$ cat config.mk
export PLATFORM = sky130hd
export DESIGN_NAME = reg_bank
export DESIGN_NICKNAME = d
export VERILOG_FILES = /design/src/rtl/reg_bank_pkg.sv /design/src/rtl/reg_bank_wb_pipe.sv /design/src/rtl/reg_bank.sv
export SDC_FILE = /design/constraint.sdc
export NUM_CORES = 1
export LEC_CHECK = 0
export BUFFER_PORTS_ARGS = -buffer_cell sky130_fd_sc_hd__buf_2
export CAP_MARGIN = 20
export CORE_MARGIN = 2
export CORE_UTILIZATION = 40
export CTS_CLUSTER_DIAMETER = 200
export CTS_CLUSTER_SIZE = 8
export DETAILED_ROUTE_END_ITERATION = 8
export GPL_TIMING_DRIVEN = 0
export PLACE_DENSITY = 0.72
export SYNTH_ARGS = -nofsm -noshare
export SYNTH_HDL_FRONTEND = slang
export SYNTH_SLANG_ARGS = --single-unit
$ cat constraint.sdc
create_clock -name clk -period 4.05 [get_ports clk]
set_clock_uncertainty 0.05 [all_clocks]
set_input_delay 1.215 -clock clk [delete_from_list [all_inputs] [get_ports clk]]
set_output_delay 1.215 -clock clk [all_outputs]
set_load 0.03 [all_outputs]
$ cat src/rtl/reg_bank_pkg.sv
// Shared constants for the register bank: default widths, flag layout and
// the flags reset value.
package reg_bank_pkg;

  localparam int DEF_WIDTH = 8;
  localparam int DEF_AW    = 2;
  localparam int DEF_NREG  = 1 << DEF_AW;

  // Bit positions inside the flags register {neg, carry, zero}
  localparam int FLAG_Z = 0;
  localparam int FLAG_C = 1;
  localparam int FLAG_N = 2;

  // Zero flag set out of reset, matching the ALU's own reset flags
  localparam logic [2:0] FLAGS_RST = 3'b001;

  // Pack the ALU flag outputs into the flags register layout
  function automatic logic [2:0] pack_flags(input logic neg, input logic carry,
                                            input logic zero);
    logic [2:0] f;
    f         = '0;
    f[FLAG_N] = neg;
    f[FLAG_C] = carry;
    f[FLAG_Z] = zero;
    return f;
  endfunction

endpackage

$ cat src/rtl/reg_bank_wb_pipe.sv
// One-entry pending stage that tracks the ALU write-back in flight, plus the
// bypass compare shared by both read ports.
module wb_pipe
  import reg_bank_pkg::*;
#(
  parameter int AW = DEF_AW
) (
  input  logic          clk,
  input  logic          rst,
  input  logic          wb_en,
  input  logic [AW-1:0] wb_addr,
  input  logic          flag_en,
  input  logic [AW-1:0] rd_addr_a,
  input  logic [AW-1:0] rd_addr_b,
  output logic          p_valid,
  output logic [AW-1:0] p_addr,
  output logic          p_flag,
  output logic          hit_a,
  output logic          hit_b
);

  typedef struct packed {
    logic          valid;
    logic [AW-1:0] addr;
    logic          flag;
  } pend_t;

  pend_t pend;

  // Capture the issuing instruction's write-back intent every cycle; no stalls
  always_ff @(posedge clk) begin
    if (rst) begin
      pend <= '0;
    end else begin
      pend.valid <= wb_en;
      pend.addr  <= wb_addr;
      pend.flag  <= flag_en;
    end
  end

  assign p_valid = pend.valid;
  assign p_addr  = pend.addr;
  assign p_flag  = pend.flag;

  // A read hits the in-flight result only while a register write is pending
  always_comb begin
    hit_a = pend.valid && (rd_addr_a == pend.addr);
    hit_b = pend.valid && (rd_addr_b == pend.addr);
  end

endmodule

$ cat src/rtl/reg_bank.sv
// Four-entry register bank feeding the ALU operands and absorbing its
// registered result and flags one cycle after issue, with read bypass.
module reg_bank
  import reg_bank_pkg::*;
#(
  parameter int WIDTH = DEF_WIDTH,
  parameter int NREG  = DEF_NREG,
  parameter int AW    = DEF_AW      // 2**AW must equal NREG
) (
  input  logic             clk,
  input  logic             rst,
  input  logic [AW-1:0]    rd_addr_a,
  input  logic [AW-1:0]    rd_addr_b,
  output logic [WIDTH-1:0] val_a,
  output logic [WIDTH-1:0] val_b,
  input  logic             wb_en,
  input  logic [AW-1:0]    wb_addr,
  input  logic             flag_en,
  input  logic [WIDTH-1:0] alu_result,
  input  logic             alu_zero,
  input  logic             alu_carry,
  input  logic             alu_neg,
  input  logic             imm_en,
  input  logic [AW-1:0]    imm_addr,
  input  logic [WIDTH-1:0] imm_data,
  output logic [2:0]       flags,
  output logic             wb_busy
);

  logic [NREG-1:0][WIDTH-1:0] regs;
  logic                       p_valid;
  logic [AW-1:0]              p_addr;
  logic                       p_flag;
  logic                       hit_a;
  logic                       hit_b;

  wb_pipe #(.AW(AW)) u_wb_pipe (
    .clk      (clk),
    .rst      (rst),
    .wb_en    (wb_en),
    .wb_addr  (wb_addr),
    .flag_en  (flag_en),
    .rd_addr_a(rd_addr_a),
    .rd_addr_b(rd_addr_b),
    .p_valid  (p_valid),
    .p_addr   (p_addr),
    .p_flag   (p_flag),
    .hit_a    (hit_a),
    .hit_b    (hit_b)
  );

  // Register writes: the immediate is the younger instruction, so it wins a
  // same-address collision with the pending ALU write-back
  always_ff @(posedge clk) begin
    if (rst) begin
      regs <= '0;
    end else begin
      for (int i = 0; i < NREG; i++) begin
        if (imm_en && (imm_addr == AW'(i)))
          regs[i] <= imm_data;
        else if (p_valid && (p_addr == AW'(i)))
          regs[i] <= alu_result;
      end
    end
  end

  // Flags follow p_flag alone so compare-style ops can update without a write
  always_ff @(posedge clk) begin
    if (rst)
      flags <= FLAGS_RST;
    else if (p_flag)
      flags <= pack_flags(alu_neg, alu_carry, alu_zero);
  end

  // Operand reads: forward the in-flight ALU result, never the immediate
  always_comb begin
    val_a = hit_a ? alu_result : regs[rd_addr_a];
    val_b = hit_b ? alu_result : regs[rd_addr_b];
  end

  assign wb_busy = p_valid;

endmodule

=== Word-level counts from Yosys, hierarchy flattened ===
Cells that the tools add are included.

* Flip-flop bits (word level): 39
* Memories: 0
* Output and inout port bits: 20
* Latch bits: 0
* Bits in writable memories: 0
* Bits in read-only memories: 0

* Multiply operators: 0
* Divide/modulo/power cells: 0
* Mux-type cells: 14
* Shift operators: 0
* $lt $le $gt $ge: 2
* Add/subtract/negate cells: 0
* Bitwise operators: 0
* Eq/ne operators: 8
* Reductions and logical operators: 16

{| class="wikitable"
|+ Operator list
! kind !! number
|-
| 8-bit two-way mux || 12
|-
| 8-bit binary-select mux with 2-bit select || 2
|-
| 1-bit logical AND || 10
|-
| 2-bit equality test, second input constant || 4
|-
| 2-bit nonzero test || 4
|-
| 2-bit by 3-bit less-than comparator with 1-bit output, second input constant || 2
|-
| 2-bit by 1-bit equality test with 1-bit output, second input constant || 2
|-
| 2-bit equality test || 2
|-
| 2-bit logical NOT || 2
|}

=== Logic depth before layout (Yosys ltp) ===
Gate-level depths: netlist of run 1.

* Depth in word-level cells: 4
* Depth in mapped cells: 5
* Mapped depth without buffers: 3

=== By module ===
From an unflattened synthesis of run 1, not the netlist that was laid out.

* Cells, all modules: 267
* Area total of the unflattened synthesis: 2408.6 µm²

{| class="wikitable"
|+ By module, submodules not included
! module !! area each (µm²) !! times used !! cells each !! seq. area each (µm²)
|-
| reg_bank || 2255.9 || 1 || 253 || 700.7
|-
| wb_pipe || 152.6 || 1 || 14 || 80.1
|}

=== Least setup slack after synthesis of run 1 ===
OpenSTA, ideal clock, no wires.

* Path type: in2out
* Start: input port rd_addr_b[1]
* End: output port val_b[6]
* Stages: 3
* Required time: 2785 ps
* Buffers on the path: 1
* Data arrival time: 2253 ps
* Slack: 532 ps
* Path through: buf_2 > mux4_2 > mux2_2

* Cells in the longest elaborated chain, start to end: 3
* Elaborated cells between the ends (all ways): 5
* Those cells by class: eq/ne: 1; mux: 3; reduce/logical: 1

{| class="wikitable"
|+ RTL lines
! item !! RTL line !! source
|-
| start, declared || reg_bank.sv:13 || <nowiki>input logic [AW-1:0] rd_addr_b,</nowiki>
|-
| 8-bit binary-select mux with 2-bit select / 2-bit equality test (equally long branches) || reg_bank.sv:78, reg_bank_wb_pipe.sv:48 ||
|-
| 8-bit two-way mux (implied by the code) / 1-bit logical AND (equally long branches) || reg_bank.sv:78, reg_bank_wb_pipe.sv:48 ||
|-
| 8-bit two-way mux * || reg_bank.sv:78 || <nowiki>val_b = hit_b ? alu_result : regs[rd_addr_b];</nowiki>
|-
| end, declared || reg_bank.sv:15 || <nowiki>output logic [WIDTH-1:0] val_b,</nowiki>
|}

Every way passes the cells marked *; elsewhere a longest branch is shown, timed or not. The select of a mux whose other input is x is not followed.

=== Final worst setup path of run 1 ===
* Start: input port rd_addr_a[1]
* End: output port val_a[2]

* Cells in the longest elaborated chain, start to end: 3
* Elaborated cells between the ends (all ways): 5
* Those cells by class: eq/ne: 1; mux: 3; reduce/logical: 1

{| class="wikitable"
|+ RTL lines
! item !! RTL line !! source
|-
| start, declared || reg_bank.sv:12 || <nowiki>input logic [AW-1:0] rd_addr_a,</nowiki>
|-
| 8-bit binary-select mux with 2-bit select / 2-bit equality test (equally long branches) || reg_bank.sv:77, reg_bank_wb_pipe.sv:47 ||
|-
| 8-bit two-way mux (implied by the code) / 1-bit logical AND (equally long branches) || reg_bank.sv:77, reg_bank_wb_pipe.sv:47 ||
|-
| 8-bit two-way mux * || reg_bank.sv:77 || <nowiki>val_a = hit_a ? alu_result : regs[rd_addr_a];</nowiki>
|-
| end, declared || reg_bank.sv:14 || <nowiki>output logic [WIDTH-1:0] val_a,</nowiki>
|}

Marks and branches as above.

==> results.json, run 1 <==
{
  "hpwl_um": 4130,
  "n_fill_cell": 548,
  "ys_seq_area_share_pct": 32.8,
  "routed_wl_um": 5970,
  "fin_hold_ws_ps": 462,
  "final-setup-viol-count": 0,
  "drive_gt1_share_pct": 42.8,
  "worst_ep_required_time_ps": 2780,
  "worst_slew_pin_slew_ps": 532,
  "multiInputGateArea_um2": 1450,
  "final_cells": 339,
  "first_pass_iters": 5,
  "synth_edf_count": 0,
  "start_util_pct": 40.7,
  "setup_tns_ps": 0,
  "worstPathMaxFanout": 9,
  "hold_class": "flip-flop to flip-flop",
  "fmax_mhz": 266,
  "cp-start-kind": "input pin",
  "grt_pass1_vias": 1764,
  "async_flop_share_pct": 0,
  "cts_resized": 0,
  "ys_dominant_reg_cell": "dfxtp_1",
  "fp.dieW_um": 81.2,
  "status": "complete, no violations",
  "max-cap-violations": 0,
  "place_congestion": 0.818,
  "dieArea_um2": 6590,
  "wl_per_cell_um": 17.6,
  "n_antenna_cell": 0,
  "cts-root-buf": "clkbuf_8",
  "dp_slack_ps": 268,
  "place_area_um2": 2710,
  "synth_area_leaders": "dfxtp_1 (33%), mux4_2 (15%), mux2i_1 (14%), a211oi_1 (7.6%), mux2_2 (7.6%)",
  "critPathMostFrequentCell": "buf_2",
  "io_pins": 52,
  "cts_tree": "built",
  "layout_worst_path_cycle_share_pct": 92.7,
  "power.density_nw_per_um2": 324,
  "htree_levels": 2,
  "row_count": 28,
  "final.setup.worst_slack_ps": 296,
  "syn-num-nets": 242,
  "rsz0062_at_grt": "false",
  "cp.arrival_ps": 2490,
  "cts_buffers": 5,
  "cts_sinks": 39,
  "final_util_pct": 47.7,
  "grt_max_degree": 13,
  "syn_inst": 210,
  "drc": 0,
  "die_h_um": 81.2,
  "fin_crit_ps": 3750,
  "critical_path_class": "input pin to output pin",
  "via_count": 1839,
  "max-vdd-ir-drop_mv": 0.129,
  "cpPeakStageDelay_ps": 380,
  "synth_area_um2": 2380,
  "grt_overflow": 0,
  "drt.antenna.violating_nets": 0,
  "postCtsHoldBufs": 0,
  "drv_slew": 0,
  "place_inst": 331,
  "layout.nets": 295,
  "syn_to_final_growth_pct": 17.1,
  "yosysTopAreaCellShare_pct": 32.8,
  "yosysWarningCount": 0,
  "clock_path_buffers": 2,
  "core-area_um2": 5850,
  "track_usage_pct": 19.3,
  "grt_pass1_wl_um": 9200,
  "syn_avg_cell_area_um2": 11.4,
  "total_leakage_power_nw": 1.32,
  "drtIter0Drc": 113,
  "path_clk_slew_ps": 70,
  "max-slew-margin-rel_pct": 64.5,
  "port_buffers": 46,
  "antenna_found_initial": 0,
  "crit_chain": "buf_2, xnor2_1, nand3_2, mux2_2, buf_2",
  "crit_slowest_cell": "mux2_2",
  "ys_ff_latch": 39,
  "endpoint_kind": "output pin",
  "seq_area_um2": 781,
  "postCtsSetupBuffers": 0,
  "p_total_uw": 904,
  "final_area_um2": 2790,
  "ys_types": 21,
  "finalHoldViolCount": 0,
  "vias_per_cell": 5.42,
  "clock_latency_ps": 300,
  "synth_top_area_cell": "dfxtp_1"
}
## where the power goes
group / internal [mW] / switching (mW) / leakage, nW
clock network: 0.118 / 0.143 / 0.0477
logic: 0.0995 / 0.120 / 0.950
registers: 0.408 / 0.0159 / 0.321
total: 0.625 / 0.279 / 1.32
## layer usage
layer / vias to the layer above / track usage [%] / share of wire (%)
met5: - / 0 / 0
met4: 0 / 7.29 / 1.6
met3: 7 / 3.67 / 3.5
met2: 36 / 32.4 / 50
met1: 899 / 24.7 / 44
li1: 897 / - / -
## logic make-up (layout without fill, tap and decap cells)
| group | after synthesis | count (layout) | synth area share [%] |
|---|---|---|---|
| compound gates | 33 | 33 | 12.1 |
| xor+xnor | 4 | 4 | 1.47 |
| buf+inv | 19 | 73 | 6.56 |
| flops | 39 | 39 | 32.8 |
| mux | 66 | 66 | 37.0 |
| simple gates | 49 | 49 | 10.1 |
## layout by cell type, fill, tap and decap left out
cell	n
mux2_2	16
clkbuf_1	2
mux2i_1	34
nand3_1	1
clkbuf_8	6
or3b_1	2
a211oi_1	24
a211oi_2	8
buf_6	4
nor2b_1	5
dfxtp_1	39
dlymetal6s2s_1	1
nand3b_1	4
nand3_2	3
a211o_1	1
nor2_1	34
buf_8	1
clkinv_2	3
buf_4	5
mux4_2	16
buf_2	51
xnor2_1	4
## cells in the mapped netlist (2+ instances only)
master and count:
xnor2_1 4, mux2i_1 34, dfxtp_1 39, nand3b_1 4, clkbuf_1 2, buf_2 5, a211oi_1 24, nor2_1 34
buf_6 4, a211oi_2 8, buf_4 5, nor2b_1 5, or3b_1 2, nand3_2 3, mux2_2 16, mux4_2 16
## final timing paths
kind	end	startpoint	depth (start not counted)	slack [ps]
worst max-delay path	val_a[2]	rd_addr_a[1]	5	300
worst max register to register	regs[2]	u_wb_pipe.p_valid	5	2580
worst min register to register	flags[2]	flags[2]	2	460
worst min-delay path	flags[2]	flags[2]	2	460
## critical path: cells and delay by family
kind                      cells  cell delay, ps
xor gates and xnor gates      1             170
buffers and inverters         2             430
muxes                         1             380
and+or+nand+nor               1             280
## layout make-up
| type | count | area share [%] |
|---|---|---|
| timing repair buffer | 46 | 8.25 |
| multi-input combinational | 152 | 51.8 |
| tap | 75 | 3.36 |
| clock inverter | 3 | 0.538 |
| sequential | 39 | 28.0 |
| clock buffer | 5 | 2.47 |
| buffer | 19 | 5.60 |
## registers in the layout (all words and copies together) (netlist names)
signal / cells
u_wb_pipe.p_valid: 1
u_wb_pipe.p_flag: 1
flags: 3
regs: 32
u_wb_pipe.p_addr: 2
Power figures use the tool's default switching activity.
==> run 2: changes to the inputs <==
--- a/config.mk
+++ b/config.mk
@@ -5,6 +5,7 @@
 export SDC_FILE = /design/constraint.sdc
 export NUM_CORES = 1
 export LEC_CHECK = 0
+export ABC_AREA = 1
 export BUFFER_PORTS_ARGS = -buffer_cell sky130_fd_sc_hd__buf_2
 export CAP_MARGIN = 20
 export CORE_MARGIN = 2
@@ -13,7 +14,8 @@
 export CTS_CLUSTER_SIZE = 8
 export DETAILED_ROUTE_END_ITERATION = 8
 export GPL_TIMING_DRIVEN = 0
-export PLACE_DENSITY = 0.72
+export PLACE_DENSITY = 0.71
+export SLEW_MARGIN = 0
 export SYNTH_ARGS = -nofsm -noshare
 export SYNTH_HDL_FRONTEND = slang
 export SYNTH_SLANG_ARGS = --single-unit
==> results.json, run 2 <==
{
  "grt_pass1_vias": 3008,
  "worst_slew_pin_slew_ps": 505,
  "drv_slew": 0,
  "syn_to_final_growth_pct": 17.0,
  "vias_per_cell": 5.49,
  "finalHoldViolCount": 0,
  "rsz0062_at_grt": "false",
  "row_count": 30,
  "fmax_mhz": 274,
  "setup_tns_ps": 0,
  "status": "complete, no violations",
  "crit_path_start": "rd_addr_a[1]",
  "path_clk_slew_ps": 80,
  "rrSetupSlack_ps": 2590,
  "final_common_cell": "nand2_1",
  "critical_path_class": "input pin to output pin",
  "hpwl_um": 7160,
  "worstPathMaxFanout": 10,
  "dieArea_um2": 7740,
  "final.setup.worst_slack_ps": 406,
  "p_sw_share_pct": 32.3,
  "layout_worst_path_cycle_share_pct": 90.0,
  "regToRegStartpoint": "u_wb_pipe.p_valid",
  "fin_crit_ps": 3640,
  "pwr-share-clk_pct": 35.6,
  "ys_dominant_reg_cell": "dfxtp_1",
  "synth_common_cells": "nand2_1 (129), nand3_1 (80), inv_1 (48)",
  "fp.dieW_um": 88.0,
  "syn_inst": 442,
  "io_pins": 52,
  "routed_wl_um": 9050,
  "max-vdd-ir-drop_mv": 0.196,
  "grt_pass1_wl_um": 14600,
  "port_buffers": 45,
  "drtIter0Drc": 269,
  "drt.antenna.violating_nets": 0,
  "core-area_um2": 6790,
  "p_seq_share_pct": 38.5,
  "die_h_um": 88.0,
  "yosysWarningCount": 0,
  "cp.arrival_ps": 2380,
  "first_pass_iters": 5,
  "ys_types": 25,
  "drive_gt1_share_pct": 19.6,
  "regMostFlops": "regs",
  "max-slew-margin-rel_pct": 66.3,
  "mostFrequentLayoutCells": "nand2_1 (129), nand3_1 (80), buf_2 (56)",
  "cts-root-buf": "clkbuf_8",
  "layout.nets": 526,
  "post-synth-top-count-cell": "nand2_1",
  "final_cells": 591,
  "final-setup-viol-count": 0,
  "start_util_pct": 41.5,
  "dp_slack_ps": 433,
  "cts_buffers": 5,
  "antenna_found_initial": 0,
  "max-cap-violations": 0,
  "cts_resized": 0,
  "yosysTopAreaCellShare_pct": 27.7,
  "async_flop_share_pct": 0,
  "syn-num-nets": 474,
  "postCtsHoldBufs": 0,
  "total_leakage_power_nw": 1.60,
  "synth_top_area_cell": "dfxtp_1",
  "cp-start-kind": "input pin",
  "switchingPower_uw": 353,
  "largest_reg_flops": 32,
  "grt_max_degree": 13,
  "combPwrFrac_pct": 25.8,
  "endpoint": "val_a[4]",
  "ys_ff_latch": 39,
  "clock_path_buffers": 2,
  "cts_sinks": 39,
  "place_congestion": 0.896,
  "synth_area_leaders": "dfxtp_1 (28%), nand2_1 (17%), nand3_1 (14%), o211ai_1 (8.5%), inv_1 (6.4%)",
  "synth_edf_count": 0,
  "place_inst": 583,
  "r2r-end": "regs[15]",
  "via_count": 3247,
  "wl_per_cell_um": 15.3,
  "power.density_nw_per_um2": 331,
  "p_int_uw": 737,
  "n_antenna_cell": 0,
  "place_area_um2": 3160,
  "postCtsSetupBuffers": 0,
  "grt_overflow": 0,
  "worst_ep_required_time_ps": 2780,
  "hold_class": "flip-flop to flip-flop",
  "htree_levels": 2,
  "r2r_cells": 5,
  "drc": 0,
  "track_usage_pct": 24.5,
  "endpoint_kind": "output pin",
  "cts_tree": "built",
  "clock_latency_ps": 300,
  "syn_avg_cell_area_um2": 6.38,
  "ys_seq_area_share_pct": 27.7,
  "synth_area_um2": 2820,
  "final_area_um2": 3300
}
run 2: changes by cell type after synthesis, sizes merged, moves of 23 or more:
cell | before | now
a211oi | 32 | 0
a21oi | 0 | 29
inv | 0 | 52
mux2i | 34 | 0
nand2 | 0 | 137
nand3 | 4 | 88
nand4 | 0 | 24
nor2 | 34 | 11
o211ai | 0 | 32
run 2: cell type report:
| cell class | count | area [um^2] |
|---|---|---|
| clock inverter | 2 | 60.1 |
| inverter | 52 | 195 |
| fill | 730 | 3500 |
| tap | 96 | 120 |
| timing repair buffer | 45 | 225 |
| multi-input combinational | 325 | 1700 |
| buffer | 26 | 146 |
| sequential | 39 | 781 |
| clock buffer | 6 | 72.6 |
run 2: cells by family after synthesis:
logic type | count (synthesis) | synth area share [%]
compound gates | 63 | 14.7
buf+inv | 78 | 12.1
flops | 39 | 27.7
xor+xnor | 2 | 1.15
simple gates | 260 | 44.3
run 2: how the worst min path moves through the flow:
stage	startpoint	end	slack, ps	cells past startpoint
CTS	flags[0]	flags[0]	420	2
detailed placement	flags[0]	flags[0]	400	2
global placement	flags[0]	flags[0]	390	2
global route	flags[0]	flags[0]	430	2
finish	flags[0]	flags[0]	420	2
floorplan	regs[24]	regs[24]	390	2
run 2: critical path, cell delays in order:
cell and delay, ps:
buf_2 190, xnor2_2 420, nand2_2 210, nand2_1 120, nand2_1 50, buf_2 170
run 2: metrics by stage:
stage	hold WS, ps	power [mW]	utilization (%)
final	421	1.09	48.5
after detailed placement	399	0.706	46.6
after floorplan	394	0.623	-
after global placement	389	0.702	46.6
after global routing	428	1.14	48.5
after CTS	420	1.09	48.5
run 2: power by group through the flow:
| stage | Combinational [mW] | Sequential [mW] | Clock, mW |
|---|---|---|---|
| floorplan | 0.195 | 0.428 | 0 |
| detailed placement | 0.278 | 0.428 | 0 |
| global route | 0.311 | 0.422 | 0.404 |
| CTS | 0.279 | 0.419 | 0.393 |
| finish | 0.282 | 0.420 | 0.388 |
| global placement | 0.274 | 0.427 | 0 |
run 2: per-layer routing:
metal	part of all wire, %	up-vias	global-route usage, %
met5	0	-	0
met4	4.3	0	12.0
met3	6.0	27	3.11
met2	45	134	38.3
met1	45	1487	33.2
li1	-	1599	-
